File: config.mk
export PLATFORM = sky130hd
export DESIGN_NAME = alu_seq
export DESIGN_NICKNAME = d
export VERILOG_FILES = /design/src/rtl/cpu_pkg.sv /design/src/rtl/alu_iter_core.sv /design/src/rtl/alu_seq.sv
export SDC_FILE = /design/constraint.sdc
export NUM_CORES = 1
export LEC_CHECK = 0
export ABC_AREA = 1
export CAP_MARGIN = 20
export CORE_MARGIN = 2
export CORE_UTILIZATION = 60
export DETAILED_ROUTE_END_ITERATION = 10
export GPL_TIMING_DRIVEN = 1
export PLACE_DENSITY = 0.9
export SLEW_MARGIN = 40
export SYNTH_ARGS = -nofsm -noshare
export SYNTH_HDL_FRONTEND = slang
export SYNTH_SLANG_ARGS = --single-unit
File: constraint.sdc
create_clock -name clk -period 5 [get_ports clk]
set_input_delay 1.25 -clock clk [delete_from_list [all_inputs] [get_ports clk]]
set_output_delay 1.25 -clock clk [all_outputs]
set_load 0.01 [all_outputs]
File: src/rtl/cpu_pkg.sv
// Shared definitions for the ALU stage: opcode values, FSM state encoding and
// the default datapath width.
package cpu_pkg;

  localparam int WIDTH_DEFAULT = 8;

  typedef enum logic [2:0] {
    OP_ADD   = 3'd0,
    OP_SUB   = 3'd1,
    OP_AND   = 3'd2,
    OP_OR    = 3'd3,
    OP_XOR   = 3'd4,
    OP_MUL   = 3'd5,
    OP_DIV   = 3'd6,
    OP_PASSB = 3'd7
  } op_t;

  typedef enum logic [1:0] {
    S_IDLE  = 2'd0,
    S_EXEC  = 2'd1,
    S_WRITE = 2'd2
  } state_t;

endpackage

File: src/rtl/alu_iter_core.sv
// Iterative datapath shared by shift-add multiply and restoring divide.
// part holds the partial product / remainder, shift the multiplier / quotient.
module alu_iter_core #(
  parameter int WIDTH = 8
) (
  input  logic             clk,
  input  logic             rst,
  input  logic             load,
  input  logic             step,
  input  logic             is_div,
  input  logic [WIDTH-1:0] a,
  input  logic [WIDTH-1:0] b,
  output logic [WIDTH-1:0] result_lo,
  output logic [WIDTH-1:0] result_hi,
  output logic             done
);

  localparam int CNT_W = $clog2(WIDTH + 1);

  logic [WIDTH-1:0] part_q, shift_q, divisor_q;
  logic [WIDTH-1:0] part_nxt, shift_nxt;
  logic [CNT_W-1:0] cnt_q;
  logic [WIDTH:0]   mul_sum, div_trial;

  assign mul_sum   = {1'b0, part_q} + (shift_q[0] ? {1'b0, divisor_q} : '0);
  assign div_trial = {part_q, shift_q[WIDTH-1]};

  // NOTE: every output of a combinational block is assigned on all paths so no latch is inferred.
  always_comb begin
    {part_nxt, shift_nxt} = {mul_sum, shift_q[WIDTH-1:1]};
    if (is_div) begin
      if (div_trial >= {1'b0, divisor_q}) begin
        part_nxt  = div_trial[WIDTH-1:0] - divisor_q;
        shift_nxt = {shift_q[WIDTH-2:0], 1'b1};
      end else begin
        part_nxt  = div_trial[WIDTH-1:0];
        shift_nxt = {shift_q[WIDTH-2:0], 1'b0};
      end
    end
  end

  // NOTE: state registers use non-blocking assignments so all flops update from pre-edge values.
  always_ff @(posedge clk) begin
    if (rst) begin
      part_q    <= '0;
      shift_q   <= '0;
      divisor_q <= '0;
      cnt_q     <= '0;
    end else if (load) begin
      part_q    <= '0;
      shift_q   <= a;
      divisor_q <= b;
      cnt_q     <= CNT_W'(WIDTH - 1);
    end else if (step) begin
      part_q  <= part_nxt;
      shift_q <= shift_nxt;
      if (cnt_q != '0) cnt_q <= cnt_q - 1'b1;
    end
  end

  // Results reflect the step in progress, so the last step's value is final.
  assign result_lo = shift_nxt;
  assign result_hi = part_nxt;
  assign done      = step && (cnt_q == '0);

endmodule

File: src/rtl/alu_seq.sv
// Multi-cycle ALU stage feeding the accumulator write port: single-cycle
// logic/add ops, WIDTH-iteration MUL/DIV, one-cycle write strobe.
module alu_seq
  import cpu_pkg::*;
#(
  parameter int WIDTH = WIDTH_DEFAULT
) (
  input  logic             clk,
  input  logic             rst,
  input  logic             start,
  input  logic [2:0]       op,
  input  logic [WIDTH-1:0] a_in,
  input  logic [WIDTH-1:0] b_in,
  output logic             busy,
  output logic             acc_we,
  output logic [WIDTH-1:0] acc_wdata,
  output logic             flag_z,
  output logic             flag_c,
  output logic             div_zero
);

  state_t           state, state_nxt;
  op_t              op_in, op_q;
  logic             accept, single_step, wr_en, wr_c, wr_dz;
  logic             ss_c, ss_dz, core_done;
  logic [WIDTH-1:0] ss_data, wr_data, core_lo, core_hi;
  logic [WIDTH:0]   add_ext, sub_ext;

  assign op_in       = op_t'(op);
  assign accept      = (state == S_IDLE) && start;
  assign single_step = !((op_in == OP_MUL) || ((op_in == OP_DIV) && (b_in != '0)));

  assign add_ext = {1'b0, a_in} + {1'b0, b_in};
  assign sub_ext = {1'b0, a_in} - {1'b0, b_in};

  always_comb begin
    ss_data = '0;
    ss_c    = 1'b0;
    ss_dz   = 1'b0;
    case (op_in)
      OP_ADD:   {ss_c, ss_data} = add_ext;
      OP_SUB:   {ss_c, ss_data} = sub_ext;
      OP_AND:   ss_data = a_in & b_in;
      OP_OR:    ss_data = a_in | b_in;
      OP_XOR:   ss_data = a_in ^ b_in;
      OP_MUL:   ss_data = '0;
      OP_DIV: begin
        // Only reached on the single-step path, i.e. divide by zero.
        ss_data = '1;
        ss_dz   = 1'b1;
      end
      OP_PASSB: ss_data = b_in;
      default:  ss_data = '0;
    endcase
  end

  alu_iter_core #(.WIDTH(WIDTH)) u_core (
    .clk       (clk),
    .rst       (rst),
    .load      (accept && !single_step),
    .step      (state == S_EXEC),
    .is_div    (op_q == OP_DIV),
    .a         (a_in),
    .b         (b_in),
    .result_lo (core_lo),
    .result_hi (core_hi),
    .done      (core_done)
  );

  always_ff @(posedge clk) begin
    if (rst) state <= S_IDLE;
    else     state <= state_nxt;
  end

  always_comb begin
    state_nxt = state;
    case (state)
      S_IDLE:  if (start) state_nxt = single_step ? S_WRITE : S_EXEC;
      S_EXEC:  if (core_done) state_nxt = S_WRITE;
      S_WRITE: state_nxt = S_IDLE;
      default: state_nxt = S_IDLE;
    endcase
  end

  always_comb begin
    busy   = (state != S_IDLE);
    acc_we = (state == S_WRITE);
  end

  always_ff @(posedge clk) begin
    if (rst)         op_q <= OP_ADD;
    else if (accept) op_q <= op_in;
  end

  // Results are registered on the edge that enters WRITE and then held.
  assign wr_en   = (accept && single_step) || ((state == S_EXEC) && core_done);
  assign wr_data = (state == S_EXEC) ? core_lo : ss_data;
  assign wr_c    = (state == S_EXEC) ? (core_hi != '0) : ss_c;
  assign wr_dz   = (state == S_EXEC) ? 1'b0 : ss_dz;

  always_ff @(posedge clk) begin
    if (rst) begin
      acc_wdata <= '0;
      flag_z    <= 1'b0;
      flag_c    <= 1'b0;
      div_zero  <= 1'b0;
    end else if (wr_en) begin
      acc_wdata <= wr_data;
      flag_z    <= (wr_data == '0);
      flag_c    <= wr_c;
      div_zero  <= wr_dz;
    end
  end

endmodule

[Word-level counts from Yosys, hierarchy flattened]
Cells that the tools add are included.
Word-level totals
  register bits after elaboration: 44
  bits of input ports: 22
  output and inout bits: 13
Cells by class
  add/subtract/negate cells: 5
  magnitude comparators: 1
  eq/ne operators: 12
  multiplexer cells: 20
  bitwise logic cells: 3
  reduce and logical (&&, ||, !) cells: 23
Operator list (number)
  $pmux 8 s8: 1
  $mux 8: 7
  $reduce_bool 8->1: 2
  $eq 3x3->1 const B: 5
  $add 8x8->9: 1
  $add 8x9->9: 1
  $ge 9x8->1: 1
  $mux 3: 3
  $sub 8x8->9: 1
  $and 8x8->8: 1
  $logic_not 8->1: 1
  $or 8x8->8: 1
  $sub 8x8->8: 1
  $xor 8x8->8: 1
  $eq 3x2->1 const B: 2
  $logic_and 1x1->1: 6
  $mux 2: 3
  $reduce_and 2->1: 3
  $reduce_bool 2->1: 3
  $logic_not 4->1: 1
  $mux 1: 4
  $ne 2x2->1 const B: 2
  $pmux 2 s2: 1
  $reduce_bool 4->1: 1
  other kinds (10): 11

[Depth between registers and ports, before layout]
  depth in word-level cells: 6
  mapped depth: 19

[Cells and area by module]
Synthesis repeated with hierarchy kept, for this count alone.
Second synthesis, totals
  cell total of the unflattened synthesis: 721
  area, all modules: 4421.7 um2
By module, submodules not included
  alu_iter_core: times used 1, cells each 359, area an instance 2282.2 um2, seq. area each 560.5 um2
  alu_seq: times used 1, cells each 362, area an instance 2139.6 um2, seq. area each 320.3 um2

[Least setup slack after synthesis]
OpenSTA, ideal clock, no wires.
  kind: input -> register
  from: input a_in[0]
  to: register flag_z
  data arrival time: 2744 ps
  required time: 4928 ps
  slack: 2184 ps
  cell stages on the path: 14
  path buffers: 0
  path through: ha_1 inv_1 fa_1 inv_1 nand3_1 nand3_1 nand3_1 nand2_1 inv_1 a21boi_1 nand2_1 nor2_1 nand4_1 a21oi_1
Between the ends
  word-level cells in the longest chain between the ends: 4
Ends and longest elaborated chain
  start, declared: RTL line alu_seq.sv:12  | input logic [WIDTH-1:0] a_in,
  $sub 8x8->9, or another cell as far along: RTL line alu_seq.sv:34  | assign sub_ext = {1'b0, a_in} - {1'b0, b_in};
  $pmux 8 s8 *: RTL line alu_seq.sv:40  | case (op_in)
  $mux 8 *: RTL line alu_seq.sv:97  | assign wr_data = (state == S_EXEC) ? core_lo : ss_data;
  $logic_not 8->1 *: RTL line alu_seq.sv:109  | flag_z <= (wr_data == '0);
  end signal, assigned: RTL line alu_seq.sv:109
  end, declared: RTL line alu_seq.sv:17  | output logic flag_z,
Mark *: on every way between the ends. The rest lies on a longest branch, timed or not.
A chain may end at the register's enable or synchronous reset.

[Final worst setup path]
  from: input b_in[0]
  to: register flag_z
Between the ends
  word-level cells in the longest chain between the ends: 6
Ends and longest elaborated chain
  start, declared: RTL line alu_seq.sv:13  | input logic [WIDTH-1:0] b_in,
  parallel branches: the longest is 6 deep, another holds $sub 8x8->9
Parallel ways; which one is timed is not known.

==> metrics.txt <==
final hold violations 0; max-slew violations 0; Max Cap Viol 0; most area-hungry cell type in the Yosys netlist dfxtp_1; CP peak stage delay about 0.57 ns; crit path buf inv count 3; via count roughly 4700; post-placement cell count roughly 800; Worst IR Drop VDD approximately 200 µV; reg-to-reg slack, setup 2.54 ns; total negative setup slack 0 ns; clock latency at the later pin of the worst-skew pair between 0.3 and 0.4 ns; Leak roughly 2.4 nW; CP Max Fanout 5; # diodes 0; Post-Syn Instances roughly 680; worst path arrival time between 3 and 4 ns; synth warn 0; Hold Path Class reg -> reg; row cnt 30; Die Width 88.8 µm; Total Nets Final 763; grt total ovfl 0; synthesis-stage register bit count 44; Synth top area share 0.204; CP Launch Point b_in[0]; DRT iter0 DRCs roughly 680; post_cts resized 0; CP top delay family simple AND/OR/NAND/NOR gates; drt first pass iters 6; wire per inst approximately 16 µm; outcome completed; Layout Cells excl Fill 793; critical path cell sequence clkdlybuf4s50_1 -> ha_1 -> inv_1 -> fa_1 -> inv_1 -> nand4_1 -> nand4_1 -> nand3_1 -> nand2_1 -> a21oi_1 -> nor2_1 -> nand4_1 -> a21oi_1; CTS buffer count 5; PwrDens around 240 mW/mm²; postcts setup bufs 0; htree depth 2; overall routed net length between 10000 and 15000 µm; CP endpoint kind flip-flop; most used cell, CP nand4_1; Max Clk Rate ~280 MHz; clock root cell clkbuf_8; mapped cell area roughly 0.0043 mm²; Req. time, crit path 5.23 ns; core area 0.00687 mm²; number of I/O port buffers 34; Area Overhead vs Synth 10.3%; number of routed nets with antenna violations 0; number of logic stages on the critical path including buffering 13; worst slew pin tran 0.672 ns; Reg2Reg Depth 16; largest net degree at the start of global routing 36; top post-synthesis cells by area dfxtp_1, nand2_1, ha_1, inv_1, a21oi_1; total track usage 0.339; Slowest-stage cell, CP clkdlybuf4s50_1; Die Ht approximately 90 µm; sequential area share after synthesis 0.204; crit share post-route 0.725; vias in the first global route 4300; CTS tree yes; layout cell share with drive strength beyond 1 0.0890; end point of the critical path flag_z$_SDFFE_PP0P_; reg2reg start u_core.shift_q[0]$_SDFFE_PP0P_; hpwl dp between 10000 and 15000 µm; clk_skew about 0.0089 ns; initial core utilization 0.628; Sink Count 44; syn nets roughly 740; DR DRC count 0; Rel. slew slack 0.552; DR vias/cell around 5.9; Setup crit start kind input port; RD Place Congestion 1.04; CTS Hold Bufs 0; global-route wire length before repair between 20000 and 25000 µm; clk slew on worst S/H paths 0.09 ns; kind of critical path in -> reg; post-route minimum period 3.63 ns; DIE AREA 0.00789 mm²; RR Endpoint flag_c$_SDFFE_PP0P_; Setup Viol. Count Final 0; RSZ-0062 raised after global routing no; initial antenna violation count 0; clk buf depth 2; Distinct cells, synth 46; synthesized area per cell 6.39 µm²; I/O pin cnt 35
[area by class of cell]
type | count | area, µm²
Multi-Input combinational cell | 495 | 2860
Fill cell | 609 | 2110
Sequential cell | 44 | 881
Inverter | 114 | 432
Timing Repair Buffer | 36 | 355
Tap cell | 96 | 120
Clock buffer | 5 | 68.8
Clock inverter | 3 | 47.5
[worst min-delay path by stage]
| stage | startpoint | end | slack (ns) | cells past startpoint |
|---|---|---|---|---|
| 6_report | op_q[1]$_SDFFE_PP0P_ | op_q[1]$_SDFFE_PP0P_ | 0.47 | 2 |
| 3_3_place_gp | op_q[1]$_SDFFE_PP0P_ | op_q[1]$_SDFFE_PP0P_ | 0.45 | 2 |
| 5_1_grt | op_q[1]$_SDFFE_PP0P_ | op_q[1]$_SDFFE_PP0P_ | 0.49 | 2 |
| 4_1_cts | op_q[1]$_SDFFE_PP0P_ | op_q[1]$_SDFFE_PP0P_ | 0.47 | 2 |
| 3_5_place_dp | op_q[1]$_SDFFE_PP0P_ | op_q[1]$_SDFFE_PP0P_ | 0.45 | 2 |
| 2_1_floorplan | op_q[1]$_SDFFE_PP0P_ | op_q[1]$_SDFFE_PP0P_ | 0.43 | 2 |
[cells in the mapped netlist (all sizes together)]
cell type  count
buf           18
xor2           5
o21a           1
nor3b          1
o22ai          3
inv          113
o211a          1
nand3         56
ha            41
o211ai        11
clkbuf         5
a21oi         58
nor3           2
dfxtp         44
and3           1
nand3b         4
or2            5
clkinv         1
a21o           2
nor2          62
o21ai         44
a21boi         4
nor4           1
fa             4
a31oi          6
nand4         17
a311oi         3
o21bai         1
a211oi         2
nand2        159
nand2b         1
[through the flow]
step | power, mW | utilization | setup WS (ns) | hold slack (ns) | area [µm²]
after floorplan | 0.711 | - | 2.18 | 0.434 | 4320
after global placement | 0.829 | 0.676 | 1.20 | 0.448 | 4640
after detailed placement | 0.837 | 0.676 | 1.14 | 0.452 | 4640
after CTS | 1.12 | 0.693 | 1.47 | 0.465 | 4760
after global routing | 1.20 | 0.693 | 1.19 | 0.491 | 4760
final | 1.14 | 0.693 | 1.37 | 0.467 | 4760
[worst reg2reg max path, cell delays in order, from the launching register on]
cell      delay, ns
dfxtp_1        0.45
nand2_1        0.11
inv_1          0.05
ha_1           0.20
fa_1           0.42
nand3_1        0.09
nand2_1        0.09
nand3_1        0.11
nand3b_1       0.08
nand3_1        0.09
nand2_1        0.08
nor2_2         0.12
nand2_1        0.06
nor2_1         0.14
nand3_1        0.12
nand2_1        0.09
a21oi_2        0.05
[placed cells by master (no fill, tap or decap), types with 2 or more instances in the layout]
master	Yosys	routed
a211oi_1	2	2
a21boi_1	3	3
a21o_1	2	2
a21oi_1	54	54
a21oi_2	4	4
a311oi_2	3	3
a31oi_1	6	6
buf_4	1	2
clkbuf_8	0	5
clkdlybuf4s50_1	0	34
clkinv_4	0	2
dfxtp_1	44	44
fa_1	4	4
ha_1	41	41
inv_1	100	100
inv_2	12	12
nand2_1	150	150
nand2_2	8	8
nand3_1	50	50
nand3_2	5	5
nand3b_1	4	4
nand4_1	17	17
nor2_1	53	53
nor2_2	7	7
nor2_4	2	2
nor3_1	2	2
o211ai_1	11	11
o21ai_0	40	40
o21ai_1	3	3
o22ai_1	3	3
or2_2	4	4
xor2_1	5	5
[power breakdown]
part           switching [mW]  internal, mW
registers              0.0227         0.377
clock network           0.139         0.151
logic                   0.288         0.159
total                   0.450         0.687
[routing by layer]
metal	GRT usage	wire, µm	vias up
li1	-	-	2230
met1	0.477	5620	2116
met2	0.526	5530	282
met3	0.0634	1370	42
met4	0.106	381	0
met5	0	0	-
[state kept, by name, indices dropped and copies added (netlist names)]
name and cells:
div_zero 1, u_core.cnt_q 4, acc_wdata 8, u_core.part_q 8, flag_c 1, op_q 3, state 2, u_core.shift_q 8
flag_z 1, u_core.divisor_q 8
[cells by family (layout without fill, tap and decap cells)]
| group | Yosys count | after routing | synth area share |
|---|---|---|---|
| AND/OR/NAND/NOR | 309 | 309 | 0.328 |
| AO/OA/AOI/OAI | 136 | 136 | 0.186 |
| buffers and inverters | 137 | 158 | 0.134 |
| XOR/XNOR | 5 | 5 | 0.0101 |
| flip-flops | 44 | 44 | 0.204 |
| adder cells (fa/ha/maj) | 45 | 45 | 0.137 |
(Power assumes the default switching activity.)
